--- src/rtl/axis_coincidence_reader.sv ---
// Coincidence detector: synchronised hit lines, windowed OR, group count, one AXI4-Stream beat per event.
// Optional build macro LOST_CNTR_EN adds the sts_lost counter of hits dropped during SEND/DEAD.
module axis_coincidence_reader #(
    parameter int unsigned DET_WIDTH   = 64,
    parameter int unsigned GROUPS      = 4,
    parameter int unsigned TIME_WIDTH  = 64,
    parameter int unsigned WIN_WIDTH   = 8,
    parameter int unsigned DEAD_WIDTH  = 16,
    parameter int unsigned SYNC_STAGES = 3
) (
    input  logic                            aclk,
    input  logic                            areset,
    input  logic [DET_WIDTH-1:0]            det_data,
    input  logic [WIN_WIDTH-1:0]            cfg_window,
    input  logic [$clog2(GROUPS+1)-1:0]     cfg_threshold,
    input  logic [DEAD_WIDTH-1:0]           cfg_dead,
    output logic [TIME_WIDTH+DET_WIDTH-1:0] m_axis_tdata,
    output logic                            m_axis_tvalid,
    input  logic                            m_axis_tready
`ifdef LOST_CNTR_EN
    ,
    output logic [31:0]                     sts_lost
`endif
);

    localparam int unsigned SW = $clog2(GROUPS + 1);
    localparam int unsigned GW = DET_WIDTH / GROUPS;

    typedef enum logic [2:0] {
        StIdle,
        StWindow,
        StReduce,
        StCount,
        StDecide,
        StSend,
        StDead
    } state_e;

    logic [DET_WIDTH-1:0]  sync_q [SYNC_STAGES];
    logic [DET_WIDTH-1:0]  sync;
    logic                  sync_hit;
    logic [TIME_WIDTH-1:0] timer_q;

    state_e                state_q;
    logic [DET_WIDTH-1:0]  data_q;
    logic [TIME_WIDTH-1:0] ts_q;
    logic [WIN_WIDTH-1:0]  cnt_q;
    logic [WIN_WIDTH-1:0]  win_q;
    logic [WIN_WIDTH-1:0]  cnt_inc;
    logic [GROUPS-1:0]     grp_q;
    logic [GROUPS-1:0]     grp_or;
    logic [SW-1:0]         sum_q;
    logic [SW-1:0]         grp_sum;
    logic [DEAD_WIDTH-1:0] dead_q;
    logic                  tvalid_q;

    always_ff @(posedge aclk or posedge areset) begin
        if (areset) begin
            for (int i = 0; i < SYNC_STAGES; i++) begin
                sync_q[i] <= '0;
            end
        end else begin
            sync_q[0] <= det_data;
            for (int i = 1; i < SYNC_STAGES; i++) begin
                sync_q[i] <= sync_q[i-1];
            end
        end
    end

    assign sync     = sync_q[SYNC_STAGES-1];
    assign sync_hit = |sync;

    always_ff @(posedge aclk or posedge areset) begin
        if (areset) begin
            timer_q <= '0;
        end else begin
            timer_q <= timer_q + TIME_WIDTH'(1);
        end
    end

    assign cnt_inc = cnt_q + WIN_WIDTH'(1);

    always_comb begin
        grp_or = '0;
        for (int g = 0; g < GROUPS; g++) begin
            grp_or[g] = |data_q[g*GW +: GW];
        end
    end

    always_comb begin
        grp_sum = '0;
        for (int g = 0; g < GROUPS; g++) begin
            grp_sum = grp_sum + SW'(grp_q[g]);
        end
    end

    always_ff @(posedge aclk or posedge areset) begin
        if (areset) begin
            state_q  <= StIdle;
            data_q   <= '0;
            ts_q     <= '0;
            cnt_q    <= '0;
            win_q    <= '0;
            grp_q    <= '0;
            sum_q    <= '0;
            dead_q   <= '0;
            tvalid_q <= 1'b0;
        end else begin
            case (state_q)
                StIdle: begin
                    data_q <= sync;
                    if (sync_hit) begin
                        ts_q    <= timer_q;
                        cnt_q   <= '0;
                        win_q   <= cfg_window;
                        state_q <= (cfg_window != '0) ? StWindow : StReduce;
                    end
                end
                StWindow: begin
                    data_q <= data_q | sync;
                    cnt_q  <= cnt_inc;
                    if (cnt_inc == win_q) begin
                        state_q <= StReduce;
                    end
                end
                StReduce: begin
                    grp_q   <= grp_or;
                    state_q <= StCount;
                end
                StCount: begin
                    sum_q   <= grp_sum;
                    state_q <= StDecide;
                end
                StDecide: begin
                    if (sum_q >= cfg_threshold) begin
                        tvalid_q <= 1'b1;
                        state_q  <= StSend;
                    end else begin
                        dead_q  <= cfg_dead;
                        state_q <= StDead;
                    end
                end
                StSend: begin
                    if (m_axis_tready) begin
                        tvalid_q <= 1'b0;
                        dead_q   <= cfg_dead;
                        state_q  <= StDead;
                    end
                end
                StDead: begin
                    // A zero dead time still costs one cycle here.
                    if (dead_q <= DEAD_WIDTH'(1)) begin
                        state_q <= StIdle;
                    end else begin
                        dead_q <= dead_q - DEAD_WIDTH'(1);
                    end
                end
                default: state_q <= StIdle;
            endcase
        end
    end

    assign m_axis_tdata  = {ts_q, data_q};
    assign m_axis_tvalid = tvalid_q;

`ifdef LOST_CNTR_EN
    logic [31:0] lost_q;

    always_ff @(posedge aclk or posedge areset) begin
        if (areset) begin
            lost_q <= '0;
        end else if ((state_q == StSend || state_q == StDead) && sync_hit && lost_q != '1) begin
            lost_q <= lost_q + 32'd1;
        end
    end

    assign sts_lost = lost_q;
`else
    // Lost-hit counter not built.
`endif

endmodule

--- config.mk ---
export PLATFORM = sky130hd
export DESIGN_NAME = axis_coincidence_reader
export DESIGN_NICKNAME = d
export VERILOG_FILES = /design/src/rtl/axis_coincidence_reader.sv
export SDC_FILE = /design/constraint.sdc
export NUM_CORES = 1
export LEC_CHECK = 0
export ABC_AREA = 1
export CAP_MARGIN = 10
export CORE_ASPECT_RATIO = 0.6
export CORE_MARGIN = 2
export CORE_UTILIZATION = 45
export CTS_CLUSTER_SIZE = 10
export DETAILED_ROUTE_END_ITERATION = 10
export PLACE_DENSITY_LB_ADDON = 0.1
export SLEW_MARGIN = 40
export SYNTH_ARGS = -nofsm -noshare
export SYNTH_HDL_FRONTEND = slang
export SYNTH_SLANG_ARGS = --single-unit
--- constraint.sdc ---
create_clock -name aclk -period 14.4 [get_ports aclk]
set_input_delay 2.16 -clock aclk [delete_from_list [all_inputs] [get_ports aclk]]
set_output_delay 2.16 -clock aclk [all_outputs]
set_load 0.1 [all_outputs]
==> Yosys cells after proc, flatten, opt, wreduce, memory -nomap -nowiden <==
Index checks and enable logic that the tools add are counted.
{ "classes": {"addsub": 6, "magnitude_cmp": 2, "n_eq_ne": 14, "mux": 17, "bitwise": 1, "reduce_logical": 15} }
{ "op_table": {"columns": ["cell", "count"], "rows": [
  ["one-hot mux 64 bit (2 select lines)", 1],
  ["adder 64 x 1 -> 64 bit (second input constant)", 1],
  ["bitwise OR 64 bit", 1],
  ["OR reduction 16 bit", 4],
  ["OR reduction 64 bit", 1],
  ["2-to-1 mux 16 bit", 3],
  ["one-hot mux 16 bit (3 select lines)", 1],
  ["one-hot mux 3 bit (7 select lines)", 1],
  ["<= comparator 16 x 1 -> 1 bit (second input constant)", 1],
  ["one-hot mux 8 bit (2 select lines)", 1],
  ["subtractor 16 x 1 -> 16 bit (second input constant)", 1],
  ["inequality test 2 bit (second input constant)", 7],
  ["2-to-1 mux 3 bit", 4],
  ["== test 3 bit (second input constant)", 3],
  ["adder 8 x 1 -> 8 bit (second input constant)", 1],
  ["== test 8 bit", 1],
  ["2-to-1 mux 8 bit", 1],
  ["AND reduction 4 bit", 2],
  ["nonzero test 8 bit", 1],
  ["== test 3 x 2 -> 1 bit (second input constant)", 2],
  ["2-to-1 mux 2 bit", 2],
  ["AND reduction 2 bit", 2],
  ["nonzero test 2 bit", 2],
  ["adder 2 x 1 -> 3 bit", 1],
  ["9 further kinds", 10]
]} }
{ "totals": {"reg_bits": 427, "output_inout_bits": 129, "wordCells": 68} }

==> Depth between registers and ports, before layout <==
{ "depth": {"ltp_word": 4, "mapped_depth": 14, "mapped_depth_nobuf": 14} }

==> Worst setup path before layout <==
OpenSTA, ideal clock, no wires.
{ "synth_path": {"path_type": "input port to flip-flop", "from": "input port cfg_threshold[2]", "to": "register dead_q[8]", "setup_ns": 0.117, "arrival_ns": 3.290, "path_slack_ns": 10.992, "cell_stages": 11, "path_buffers": 1, "cell_sequence": "inv_1 ha_1 nand2_1 o211ai_1 nand2_1 and3_1 nand2_2 inv_2 buf_6 nand2_1 o21ai_2"} }
{ "synth_via": {"elab_chain_cells": 3} }
{ "synth_lines": {"columns": ["item", "line", "source"], "rows": [
  ["from (decl)", "15", "input logic [$clog2(GROUPS+1)-1:0] cfg_threshold,"],
  ["greater-or-equal comparator 3 bit", "135", "if (sum_q >= cfg_threshold) begin"],
  ["inequality test 2 bit (no source line)", null, null],
  ["AND reduction 4 bit (no source line)", null, null],
  ["to (signal assigned)", "139", "dead_q <= cfg_dead;"],
  ["to (signal assigned)", "146", "dead_q <= cfg_dead;"],
  ["to (signal assigned)", "155", "dead_q <= dead_q - DEAD_WIDTH'(1);"],
  ["to (decl)", "54", "logic [DEAD_WIDTH-1:0] dead_q;"]
]} }
Every way passes these cells.
A chain may end at the register's enable or synchronous reset.

==> out/results.ini <==
[placed_design]
placed_cells = 2237
dpl_cell_area_mm2 = 0.0183
port_buffers = 222
dp.final_hpwl_um = 29500
gp_congestion = 0.946

[logic_synthesis]
synth_compound_area_share_pct = 5.80
syn_avg_cell_area_um2 = 10.3
mappedNetlistArea_mm2 = 0.0163
synth_common_cells = dfrtp_1, nand2_1, inv_1, nor2_1, o21ai_0
synth_xor_area_share_pct = 3.71
ys_ff_latch = 427
synth_fa_ha_area_share_pct = 0.814
ys_seq_area_share_pct = 65.6
yosysWarnings = 0
synth_top_family_by_area = simple AND/OR/NAND/NOR gates
synth_area_leaders = dfrtp_1, nand2_1, inv_1, xor2_1, o21ai_0
synth_ff_type = dfrtp_1
synth-simple-area-share_pct = 17.6
syn_inst = 1578
synth_top_area_share_pct = 65.6
yosysTopAreaCell = dfrtp_1
yosysMostFrequentCell = dfrtp_1
synthMuxAreaShare_pct = 0.138
synth_edf_count = 0
synth_cell_types = 43
async_flop_share_pct = 100
synth_nets = 1682

[floorplan]
die_width_um = 250
die-height_um = 151
die_area_mm2 = 0.0378
core_mm2 = 0.0353
placementRows = 53
num_io_pins = 223
start_util_pct = 46.1

[timing]
relSlewSlack_pct = 39.9
skew_ns = 0.0312
max_slew.worst_pin.slew_ns = 0.893
slew_viol_final = 0
fmax_mhz = 257
hold_slack_ns = 0.336
rsz0062_at_grt = no
post-route-period-util_pct = 27.0
layout_min_cycle_time_ns = 3.89
hold_viol_final = 0
setup_tns_ns = 0
finalSetupViolCount = 0

[finish]
layout-drive-gt1-share_pct = 12.4
fin_area_mm2 = 0.0196
stdcell_count = 2291
num_antenna_cells = 0
fin_nets = 1924
area_growth_pct = 20.4

[setup_path]
cpPeakStageDelay_ns = 0.61
cp_cell_sequence = clkdlybuf4s50_1 > inv_16 > buf_6 > buf_6
cp-end-kind = async pin
cp_data_arrival_time_ns = 4.52
worstSetupPathType = in2async
crit_required_ns = 15.03
crit_slowest_cell = buf_6
start_kind = input port
crit_fanout = 151
cp_common_cell = buf_6

[grt]
grt_max_degree = 152
grt_pass1_wl_um = 63900
grt_pass1_vias = 11100
grt_overflow = 0
antenna_found_initial = 0
globalRouteTotalUtil_pct = 22.1

[routing]
drt-total-wl_um = 40700
drc = 0
drt_iter0_markers = 1073
vias_per_cell = 4.99
vias = 11400
wl_per_cell_um = 17.8
drtAntennaViolNets = 0
first_pass_iters = 5

[clock_tree]
cts_resized = 0
cts_tree = built
clockRootBuffer = clkbuf_16
path_clk_slew_ns = 0.05
postCtsHoldBufs = 0
cts_buffers = 48
insertion_delay_ns = 0.58
clock-sinks = 427
post_cts_buffers = 0
cts_max_level = 2
clk_path_buf_depth = 3

[pwr]
power_w = 0.00234
powerDensity_mw_per_mm2 = 119
leakagePower_nw = 9.54
ir_drop_mv = 0.0907

[hold_path]
hp-class = reg2reg

[job]
maxCapViolCount = 0

[outcome]
status = finished, final reports clean

[metrics by stage]
| step | worst slack, ns | utilization, % |
|---|---|---|
| after global placement | 9.09 | 53.6 |
| final | 10.51 | 55.5 |
| after floorplan | 0.350 | - |
| after global routing | 10.19 | 55.5 |
| after CTS | 10.07 | 55.5 |
| after detailed placement | 9.48 | 51.9 |
[final timing paths]
path | from | end | slack, ns | cells after the start
max | areset | dead_q[1] | 10.51 | 4
min | sync_q[179] | sync_q[115] | 0.34 | 0
max reg2reg | sync[33] | cnt_q[5] | 11.59 | 9
min reg2reg | sync_q[179] | sync_q[115] | 0.34 | 0
max in group aclk | cfg_threshold[2] | dead_q[12] | 10.51 | 11
min in group asynchronous | areset | ts_q[11] | 2.14 | 2
[state kept, by name, summed over array words and instances (netlist names), 4 cells and up]
| name | flops |
|---|---|
| sync | 64 |
| timer_q | 64 |
| dead_q | 16 |
| sync_q | 128 |
| grp_q | 4 |
| win_q | 8 |
| ts_q | 64 |
| cnt_q | 8 |
| data_q | 64 |
[logic make-up after synthesis]
group / count (synthesis)
AND/OR/NAND/NOR: 650
flip-flops: 427
buffers and inverters: 255
AO/OA/AOI/OAI: 165
XOR/XNOR: 69
adder cells (fa/ha/maj): 10
multiplexers: 2
[power breakdown]
part | switching [W] | leakage, nW | internal (W) | total [W]
sequential | 0.00000700 | 5.43 | 0.00123 | 0.00124
combinational | 0.0000340 | 3.49 | 0.0000262 | 0.0000602
clock | 0.000453 | 0.623 | 0.000594 | 0.00105
[area by class of cell]
cell class	count	area, um2
fill	3148	15700
sequential	427	10700
multi-input combinational	896	4600
timing repair buffer	228	1650
clock buffer	51	1210
inverter	219	841
tap	467	584
clock inverter	3	66.3
[worst max-delay path: cells and delay by family]
kind | cells | cell delay (ns)
buf+inv | 4 | 2.20
[cell usage in the layout, fill, tap and decap left out, drive strengths merged, types with 3 or more instances in the layout]
master	netlist	layout
nand3	77	77
nand4	49	49
xor2	64	64
inv	219	220
nand2	327	327
ha	9	9
clkbuf	9	51
nor3	43	43
xnor2	5	5
buf	27	135
dfrtp	427	427
a22o	5	5
nand3b	4	4
nor4	13	13
nor2	129	129
a21oi	6	6
clkdlybuf4s50	0	93
o211ai	4	4
o21ai	113	113
or2	3	3
o22ai	32	32
[layer usage]
metal	wire [um]	GRT usage, %	vias up
li1	-	-	5511
met1	20600	35.0	5522
met2	16500	30.4	343
met3	2980	5.52	52
met4	670	4.85	0
met5	0	0	-
No activity file was read; power rests on OpenSTA's default activity.
==> RTL change 1: new RTL, same settings <==
Add a define of `LOST_CNTR_EN`.
--- a/src/rtl/axis_coincidence_reader.sv
+++ b/src/rtl/axis_coincidence_reader.sv
@@ -1,5 +1,7 @@
 // Coincidence detector: synchronised hit lines, windowed OR, group count, one AXI4-Stream beat per event.
 // Optional build macro LOST_CNTR_EN adds the sts_lost counter of hits dropped during SEND/DEAD.
+`define LOST_CNTR_EN
+
 module axis_coincidence_reader #(
     parameter int unsigned DET_WIDTH   = 64,
     parameter int unsigned GROUPS      = 4,
Formal check against the unedited RTL (old outputs only; new: sts_lost): same outputs for any inputs over 4 cycles, from zero or initial values and one cycle with areset high; that may be too few to reach the edited logic, so the function may still have changed.
==> RTL change 1 against the unedited design <==
Cell area increased by 11%; sequential cell count increased by 32; global-route usage increased by 0.17 points; non-clock buffer count increased by 36; worst hold slack got worse by 1.7 ps; routed wire length increased by 14%; worst setup slack got worse by 370 ps; area after synthesis increased by 11%; critical path type unchanged; largest cell class unchanged.
Power is not compared: it rests on default switching activity, and its combinational part moved more than twofold at a synthesized area within 25%.
==> RTL change 1: results (changes against the unedited design) <==
Placed design
  • Place WS: 8970 ps (-516 ps)
  • Routability cong.: 0.912 (-3.6%)
  • DP Area: 20400 µm² (+11%)
  • Cells after DPL: 2583 (+15%)
  • Number of port buffers: 254 (+14%)

Drt
  • Routed wire length: 46.4 mm (+14%)
  • Drt wl/cell: 17.5 µm (-1.3%)
  • Wire length on met1: 22.9 mm (+11%)
  • Metal3 WL: 3.02 mm (+1.4%)
  • 1st-iter DRT viols: 1036 (-3.4%)
  • WL met2: 19.6 mm (+19%)
  • Pre-antenna DRT Iters: 6 (+1)

Global route
  • Met1 usage: 0.345 (-0.00487)
  • Vias in the first global route: 13200 (+19%)
  • Met2 GRT Util: 0.321 (+0.0170)
  • Pin count of the biggest net entering global routing: 140 (-7.9%)
  • GR Util All Layers: 0.223 (+0.00169)
  • GR Util met3: 0.0469 (-0.00830)
  • First-pass GRT wire length: 73.8 mm (+16%)
  • Initial antenna violation count: 1 (+1)

Hold path
  • Hold Startpoint: sync_q[130]

Clock network
  • Later-pin clock latency in the skew report: 600 ps (+20 ps)
  • CTS buffer count: 52 (+8.3%)

Setup path
  • R2r startpoint: state_q[0]
  • Critical R2R Capture: sts_lost[16]
  • Critical path data arrival time: 4850 ps (+330 ps)
  • R2R setup slack: 11330 ps (-260 ps)
  • Crit path to: sts_lost[0]
  • Worst R2R Path Depth: 7 (-2)

Synthesis
  • XOR/XNOR Fraction of Synth Area: 0.0460 (+0.00889)
  • Sequential area share after synthesis: 0.635 (-0.0211)
  • Post-Syn Area per Cell: 9.83 µm² (-4.9%)
  • Ranking of synthesized cells by area: dfrtp_1, nand2_1, inv_1, xor2_1, o21ai_0
  • Synth cell count leaders: dfrtp_1, nand2_1, inv_1
  • Area share of fa/ha/maj cells after synthesis: 0.00802 (-0.000119)

Timing
  • Worst-Margin Slew: 850 ps (-42.9 ps)
  • Final Skew: 54.9 ps (+23.7 ps)

Finish
  • Area Overhead vs Synth: 20.8%
  • Fillers: 3557 (+13%)

Outcome
  • Status: finished, final reports clean
RTL change 1: changes by cell type in the layout (fill, tap and decap cells not counted), moves of 10 or more:
cell / delta
nand3_1: +31
nand2_1: +74
nor3_1: +23
dfrtp_1: +32
nand4_1: +14
nor2_1: +20
xnor2_1: +12
xor2_1: +14
o21ai_0: +15
buf_2: +32
inv_1: +30
o22ai_1: +10
RTL change 1: layout make-up:
| cell class | instances | area share |
|---|---|---|
| Sequential cell | 459 | 0.525 |
| Multi-Input combinational cell | 1091 | 0.252 |
| Timing Repair Buffer | 264 | 0.0852 |
| Clock buffer | 55 | 0.0605 |
| Inverter | 248 | 0.0429 |
| Tap cell | 522 | 0.0299 |
| Clock inverter | 4 | 0.00452 |
RTL change 1: logic make-up after synthesis:
logic type,Yosys count
fa+ha+maj,11
simple gates,800
flops,459
mux,2
compound gates,183
xor+xnor,95
buf+inv,292
RTL change 1: worst max-delay path, delay by kind of cell:
| kind | cells | cell delay, ps |
|---|---|---|
| buffers and inverters | 5 | 2500 |
==> RTL change 2: new RTL, config.mk and constraints unchanged <==
Without the edit above. The 7 states of `state_e` get a one-hot encoding in 7 bits.
--- a/src/rtl/axis_coincidence_reader.sv
+++ b/src/rtl/axis_coincidence_reader.sv
@@ -26,14 +26,14 @@
     localparam int unsigned SW = $clog2(GROUPS + 1);
     localparam int unsigned GW = DET_WIDTH / GROUPS;
 
-    typedef enum logic [2:0] {
-        StIdle,
-        StWindow,
-        StReduce,
-        StCount,
-        StDecide,
-        StSend,
-        StDead
+    typedef enum logic [6:0] {
+        StIdle   = 7'b0000001,
+        StWindow = 7'b0000010,
+        StReduce = 7'b0000100,
+        StCount  = 7'b0001000,
+        StDecide = 7'b0010000,
+        StSend   = 7'b0100000,
+        StDead   = 7'b1000000
     } state_e;
 
     logic [DET_WIDTH-1:0]  sync_q [SYNC_STAGES];
Formal check against the unedited RTL: same outputs for any inputs over 10 cycles, from zero or initial values and one cycle with areset high; not proved beyond that.
==> RTL change 2 against the unedited design <==
Worst setup slack worse by 310 ps; cell count is 2.3% higher; routed wire length is 8.7% higher; sequential cell count is 4 higher; count of clock-buffer cells in the layout is 7 higher; cell area is 1.7% higher; utilization is 0.49 points lower; via count is 4.2% higher; area after synthesis is 1.5% higher; critical endpoint is now sync[51]; sequential share of layout area is 0.42 points lower.
Power is not compared: it rests on default switching activity, and its combinational part moved more than twofold at a synthesized area within 25%.
==> RTL change 2: results (changes against the unedited design) <==
Clock network
  • CTS buffer count: 49 (+2.1%)
  • # clock sinks: 431 (+0.94%)

Synthesis
  • Ranking of synthesized cells by area: dfrtp_1, nand2_1, o21ai_0, inv_1, xor2_1
  • Sequential area share after synthesis: 0.652 (-0.00344)
  • Syn Nets: 1722 (+2.4%)

Finish
  • Nets: 1961 (+1.9%)
  • Buffering overhead: 0.0841 (+0.000320)
  • Multi-input gate area: 4840 µm² (+5.4%)
  • Fillers: 3252 (+3.3%)
  • Clock buf/inv share: 0.0675 (+0.00239)
  • Seq area share: 0.540 (-0.00423)
  • Bufs w/o clock: 230 (+0.88%)
  • Non-clk invs: 187 (-15%)

Global route
  • GR Util All Layers: 0.236 (+0.0149)
  • First-pass GRT wire length: 69.1 mm (+8.2%)
  • Pin count of the biggest net entering global routing: 143 (-5.9%)

Placed design
  • Routability cong.: 0.964 (+1.9%)
  • Detailed-placement wirelength estimate: 32.3 mm (+9.7%)

Setup path
  • Critical path data arrival time: 4830 ps (+310 ps)
  • Worst-path fanout max: 134 (-11%)
  • R2R setup slack: 11370 ps (-220 ps)
  • R2r startpoint: state_q[4]
  • Critical R2R Capture: data_q[31]

Timing
  • Worst-Margin Slew: 818 ps (-75.2 ps)
  • Final Skew: 36.8 ps (+5.55 ps)
  • Final hold slack: 332 ps (-3.41 ps)

Drt
  • DR vias: 11900 (+4.2%)
  • 1st-iter DRT viols: 1182 (+10%)
  • Routed wire length: 44.2 mm (+8.7%)

Outcome
  • Status: finished, final reports clean

Hold path
  • Hold Startpoint: sync_q[149]
  • Hold path endpoint: sync_q[85]
-- RTL change 2: changes by cell type in the layout (fill, tap and decap cells not counted), sizes merged, moves of 7 or more --
cell | before | now
clkbuf | 51 | 58
inv | 220 | 186
nand2 | 327 | 342
nand3 | 77 | 101
nand4 | 49 | 42
nor2 | 129 | 121
nor3 | 43 | 32
nor4 | 13 | 24
o21ai | 113 | 183
o22ai | 32 | 8
-- RTL change 2: how the worst max path moves through the flow --
stage,slack [ps],to,startpoint
global placement,9180,data_q[51],areset
detailed placement,9600,sync[51],areset
global route,9830,grp_q[0],areset
floorplan,240,cnt_q[0],areset
CTS,10220,sync[54],areset
finish,10200,sync[51],areset
-- RTL change 2: logic make-up after synthesis --
family | count (synthesis) | synth area share
buf+inv | 229 | 0.0553
flops | 431 | 0.652
compound gates | 206 | 0.0639
simple gates | 675 | 0.185
xor+xnor | 67 | 0.0355
fa+ha+maj | 10 | 0.00802
-- RTL change 2: metrics by stage --
| step | power (mW) | setup WS [ps] | cells | util | area (µm²) |
|---|---|---|---|---|---|
| global route | 4.36 | 9830 | 2344 | 0.550 | 20000 |
| floorplan | 2.76 | 238 | 1618 | - | 16500 |
| finish | 4.14 | 10200 | 2344 | 0.550 | 20000 |
| detailed placement | 3.08 | 9600 | 2281 | 0.512 | 18600 |
| global placement | 3.16 | 9180 | 2281 | 0.530 | 19200 |
| CTS | 4.18 | 10220 | 2343 | 0.550 | 19900 |
-- RTL change 2: where the power goes --
group | internal [mW] | switching, mW
sequential | 1.40 | 0.141
combinational | 0.262 | 1.25
clock | 0.615 | 0.472
total | 2.28 | 1.86
-- RTL change 2: layer usage --
layer,track usage,vias to the layer above,wire length [µm]
met3,0.0605,46,3590
met5,0,-,0
met4,0.0510,0,721
li1,-,5685,-
met2,0.299,409,17000
met1,0.397,5766,22900
